**config.mk**
```make
export PLATFORM = sky130hd
export DESIGN_NAME = compressor_sum_accumulator
export DESIGN_NICKNAME = d
export VERILOG_FILES = /design/src/rtl/compressor_sum_accumulator.sv
export SDC_FILE = /design/constraint.sdc
export NUM_CORES = 1
export LEC_CHECK = 0
export CORE_MARGIN = 2
export CORE_UTILIZATION = 56
export DETAILED_ROUTE_END_ITERATION = 8
export DONT_BUFFER_PORTS = 1
export PLACE_DENSITY = 0.84
export SLEW_MARGIN = 10
export SYNTH_ARGS = -nofsm -noshare
export SYNTH_HDL_FRONTEND = slang
export SYNTH_SLANG_ARGS = --single-unit
```
**constraint.sdc**
```tcl
create_clock -name clk -period 3.4 [get_ports clk]
set_input_delay 0.68 -clock clk [delete_from_list [all_inputs] [get_ports clk]]
set_output_delay 0.68 -clock clk [all_outputs]
set_load 0.02 [all_outputs]
```
**src/rtl/compressor_sum_accumulator.sv**
```systemverilog
// Rebuilds X + 2Y + 4Z from the 6:3 compressor outputs and accumulates ACC_LEN sums per window.
// Latency: a window's last Y/Z at cycle m gives a one-cycle sum_valid pulse in cycle m+3.
// No backpressure: one sample per cycle is always accepted. COMP_SUM_SAT_EN: saturate instead of wrap.
module compressor_sum_accumulator #(
    parameter int WIDTH     = 45,
    parameter int OUT_WIDTH = 48,   // must be >= WIDTH+3 so X + 2Y + 4Z always fits
    parameter int ACC_LEN   = 3     // 1..255
) (
    input  logic                 clk,
    input  logic                 rst_n,
    input  logic                 yz_valid,
    input  logic [WIDTH-1:0]     X,
    input  logic [WIDTH-1:0]     Y,
    input  logic [WIDTH-1:0]     Z,
    input  logic                 clear,
    output logic [OUT_WIDTH-1:0] sum_out,
    output logic                 sum_valid,
    output logic                 overflow
);

    localparam int CW = (ACC_LEN > 1) ? $clog2(ACC_LEN) : 1;
    localparam logic [CW-1:0] LAST_IDX = CW'(ACC_LEN - 1);

    logic [OUT_WIDTH-1:0] p1;
    logic [OUT_WIDTH-1:0] s2;
    logic [OUT_WIDTH-1:0] acc;
    logic [CW-1:0]        cnt;
    logic                 v1;
    logic                 v2;
    logic [OUT_WIDTH:0]   candidate;
    logic [OUT_WIDTH-1:0] stored;

    // The window restarts from zero whenever cnt is 0, so acc never needs an explicit reset per window.
    always_comb begin
        candidate = ((cnt == '0) ? '0 : {1'b0, acc}) + {1'b0, s2};
`ifdef COMP_SUM_SAT_EN
        stored = candidate[OUT_WIDTH] ? '1 : candidate[OUT_WIDTH-1:0];
`else
        stored = candidate[OUT_WIDTH-1:0];
`endif
    end

    always_ff @(posedge clk or negedge rst_n) begin
        if (!rst_n) begin
            p1        <= '0;
            s2        <= '0;
            acc       <= '0;
            cnt       <= '0;
            v1        <= 1'b0;
            v2        <= 1'b0;
            sum_out   <= '0;
            sum_valid <= 1'b0;
            overflow  <= 1'b0;
        end else begin
            sum_valid <= 1'b0;
            // Y/Z land one cycle ahead of X; p1 holds their weighted part until X shows up.
            p1 <= (OUT_WIDTH'(Z) << 2) + (OUT_WIDTH'(Y) << 1);
            v1 <= yz_valid;
            v2 <= v1;
            if (v1) begin
                s2 <= p1 + OUT_WIDTH'(X);
            end

            if (clear) begin
                v1       <= 1'b0;
                v2       <= 1'b0;
                cnt      <= '0;
                acc      <= '0;
                overflow <= 1'b0;
            end else if (v2) begin
                if (candidate[OUT_WIDTH]) begin
                    overflow <= 1'b1;
                end
                if (cnt == LAST_IDX) begin
                    sum_out   <= stored;
                    sum_valid <= 1'b1;
                    cnt       <= '0;
                end else begin
                    acc <= stored;
                    cnt <= cnt + 1'b1;
                end
            end
        end
    end

endmodule

```
==> summary.md <==
| Metric | Value |
|---|---|
| Crit path kind | reg2reg |
| Reg2Reg Launch Point | cnt[1] |
| Worst hold slack | -66.8 ps |
| I/O Pins | 189 |
| Pwr Density | 565 nW/um2 |
| Post-Syn Area per Cell | 9.07 um2 |
| CTS Sinks | 197 |
| #FFs+latches synth | 197 |
| Later-pin clock latency in the skew report | 440 ps |
| Psw | 0.00368 W |
| RePlAce Congestion | 0.904 |
| Vias in the first global route | 12.3k |
| Fin nets | 1980 |
| Setup slack, reg-to-reg | -30 ps |
| Post-Route Skew | 10.0 ps |
| Failing checks | hold timing, setup timing |
| Crit path largest cell delay | 410 ps |
| RSZ-0062 raised after global routing | yes |
| Final period util | 101% |
| CP Data Required Time | 3730 ps |
| Slowest CP cell | dfrtp_1 |
| Min-delay worst type | in2async |
| Initial antenna violation count | 0 |
| Synthesized cell area | 14800 um2 |
| Post-route ant nets | 0 |
| Die area | 27700 um2 |
| Final instance area | 16600 um2 |
| Ys async rst share | 100% |
| Die Ht | 167 um |
| Syn Inst Count | 1630 |
| VDD IR max | 0.377 mV |
| Sw frac | 39.3% |
| Worst-Margin Slew | 790 ps |
| Residual DRC | 0 |
| Post-DP HPWL | 29.1 mm |
| Global-route wire length before repair | 61.6 mm |
| Cell Chain, Critical Path | nor2_2, buf_6, nor2b_1, ha_2, inv_2, fa_2, nor2b_2, o31a_1, o41a_1, a221o_1, a311oi_2, nor2_2, a41oi_2, xnor2_2, mux2_4 |
| Max-cap violations | 0 |
| Post-DR vias/cell | 6.09 |
| Clock root cell | clkbuf_16 |
| Worst setup EP type | flip-flop |
| Comb power frac | 44.7% |
| Crit path DAT | 3760 ps |
| F_max | 291 MHz |
| Largest net degree at the start of global routing | 198 |
| Core box area | 26000 um2 |
| R2r endpoint | sum_out[42] |
| Startpoint Class | flip-flop |
| H-tree lvl count | 4 |
| Final Non-Filler Cells | 2050 |
| CTS tree | done |
| Initial DRC count | 953 |
| R2R cell count | 15 |
| Post-Place Cells | 2014 |
| Top cell type by total area after synthesis | dfrtp_1 |
| Wire per inst | 18.3 um |
| # setup viols final | 1 |
| Starting Density | 56.9% |
| Leak Pwr | 7.74 nW |
| Row count | 59 |
| Worst path most repeated cell | nor2_2 |
| PnR Total Power | 0.00936 W |
| Final wirelength | 37.5 mm |
| Total gr overflow | 0 |
| Synthesis-to-layout area growth | 12.1% |
| Min Clock Period, post-route | 3430 ps |
| GRT Overall Usage | 26.8% |
| N_diodes | 0 |
| Number of synthesized flops with an enable pin | 0 |
| IO Port Bufs | 0 |
| Relative slew margins | 46.7% |
| Via count | 12.5k |
| Pint | 0.00568 W |
| Yosys Warn Count | 0 |
| Flop pwr share | 34.0% |
| Clock buffers created by TritonCTS | 17 |
| Post-synth top area share | 33.3% |
| Syn nets | 1908 |
| Max Root-Sink Buffers | 2 |
| Sequential element share of the synthesized area | 33.3% |
| Clock Power Share | 21.3% |
| Setup ws final | -33.1 ps |
| Status | finished with violations |
| Placement Cell Area | 15800 um2 |
| Clock-pin slew on the worst setup and hold paths | 70 ps |
| Top FF cell, synth | dfrtp_1 |
| Layout cell share with drive strength beyond 1 | 16.3% |
| CP Max Fanout | 8 |
| Top cells by area, synth | dfrtp_1, ha_1, a21oi_1 |
| Slew Limit Fails | 0 |
| Count of cell types in the netlist | 75 |
| Hold Fails Final Rpt | 197 |
| Die W | 167 um |
| Drt first pass iters | 6 |
==> cell usage after synthesis, types with 5 or more instances <==
cell type	count
dfrtp_1	197
nand2_1	174
a21oi_1	152
ha_1	136
o21ai_0	91
xnor2_1	86
nor2_1	72
a21o_1	66
nor2b_1	66
mux2_2	62
clkbuf_1	59
inv_1	46
a22o_1	42
xor2_1	37
nand4_1	36
o21bai_1	32
nand3_1	23
a211oi_1	21
a31oi_1	20
nor3_1	17
and2_1	13
o21a_1	13
a41oi_1	12
o211ai_1	11
nand2b_1	9
and3_1	8
a21boi_0	7
buf_2	6
o21ai_1	6
o31a_1	6
a211o_1	5
a311oi_1	5
clkbuf_8	5
mux2i_1	5
or2_2	5
or3_1	5
==> critical path, delay by kind of cell, from the launching register on <==
kind	cells	cell delay [ps]
adders and majority gates	2	390
DFF	1	410
buffers and inverters	2	200
AOI/OAI and AO/OA	5	1590
xor gates and xnor gates	1	110
muxes	1	260
and+or+nand+nor	4	380
==> registers in the layout, indices dropped and copies added, names as in the netlist <==
name	count
acc	48
s2	48
sum_out	48
p1	47
cnt	2
overflow	1
sum_valid	1
v1	1
v2	1
==> cell usage in the layout (no fill, tap or decap), drive strengths merged, types with 4 or more instances in the layout <==
cell	n
o41ai	6
o21bai	32
a41oi	14
o21ai	97
nand3	24
or2	5
nor3	18
o211ai	11
a221oi	4
a21o	66
a22o	42
a31oi	20
a21boi	8
nand2b	9
mux2i	5
o2111ai	4
nand2	175
xnor2	86
a211o	5
nor2	72
clkbuf	18
inv	53
dfrtp	197
nor2b	66
nand4	36
a211oi	22
and3	11
or3	5
o31a	6
buf	130
a31o	5
xor2	37
nor4	4
a311oi	5
o21a	13
and2	14
a21oi	152
mux2	62
ha	136
==> routing by layer <==
layer | global-route usage, % | routed length, um
met1 | 36.4 | 17200
met2 | 44.1 | 17600
met3 | 5.01 | 2180
met4 | 7.05 | 621
met5 | 0 | 0
==> repair_timing <==
item | CTS | global route
hold endpoints to repair | 197 | 197
endpoints found under the setup margin | 11 | 44
pin swaps | 0 | 13
gates resized for setup | 5 | 38
buffers inserted | 0 | 4
==> cells by family (layout without fill, tap and decap cells) <==
group	count (synthesis)	in the layout	share of synthesized area [%]
and+or+nand+nor	446	446	14.6
DFF	197	197	33.3
adders and majority gates	139	139	11.9
muxes	67	67	5.06
buffers and inverters	123	208	3.63
AOI/OAI and AO/OA	535	535	24.2
xor gates and xnor gates	123	123	7.28
==> worst max path at each step <==
stage,startpoint,slack [ps],end
4_1_cts,cnt[1],6,sum_out[42]
5_1_grt,cnt[1],-140,sum_out[42]
6_report,cnt[1],-30,sum_out[42]
3_3_place_gp,Y[1],-60,p1[46]
2_1_floorplan,cnt[1],40,sum_out[47]
3_5_place_dp,Y[1],-120,p1[46]
==> area by class of cell <==
cell class / instances / area (um2)
well taps: 335 / 419
inverters: 46 / 173
clock buffers: 18 / 429
multi-input cells: 1310 / 9480
flip-flops and latches: 197 / 4930
fillers: 2170 / 9410
repair buffers: 130 / 1000
clock inverters: 14 / 143
==> power by group through the flow <==
stage | Clock [W] | Combinational, W | Sequential, W
2_1_floorplan | 0 | 0.00295 | 0.00304
3_3_place_gp | 0 | 0.00392 | 0.00319
3_5_place_dp | 0 | 0.00402 | 0.00321
4_1_cts | 0.00203 | 0.00406 | 0.00317
5_1_grt | 0.00213 | 0.00459 | 0.00323
6_report | 0.00200 | 0.00418 | 0.00318
==> stage by stage <==
stage / worst slack [ps] / TNS, ps / hold slack (ps) / utilization (%)
2_1_floorplan: 45.0 / 0 / 384 / -
3_3_place_gp: -64.3 / -167 / 390 / 60.9
3_5_place_dp: -119 / -753 / 388 / 60.9
4_1_cts: 5.91 / 0 / -77.7 / 63.1
5_1_grt: -135 / -1480 / -82.5 / 63.8
6_report: -33.1 / -33.1 / -66.8 / 63.8
Note: power is estimated with default switching activity, not from simulation.
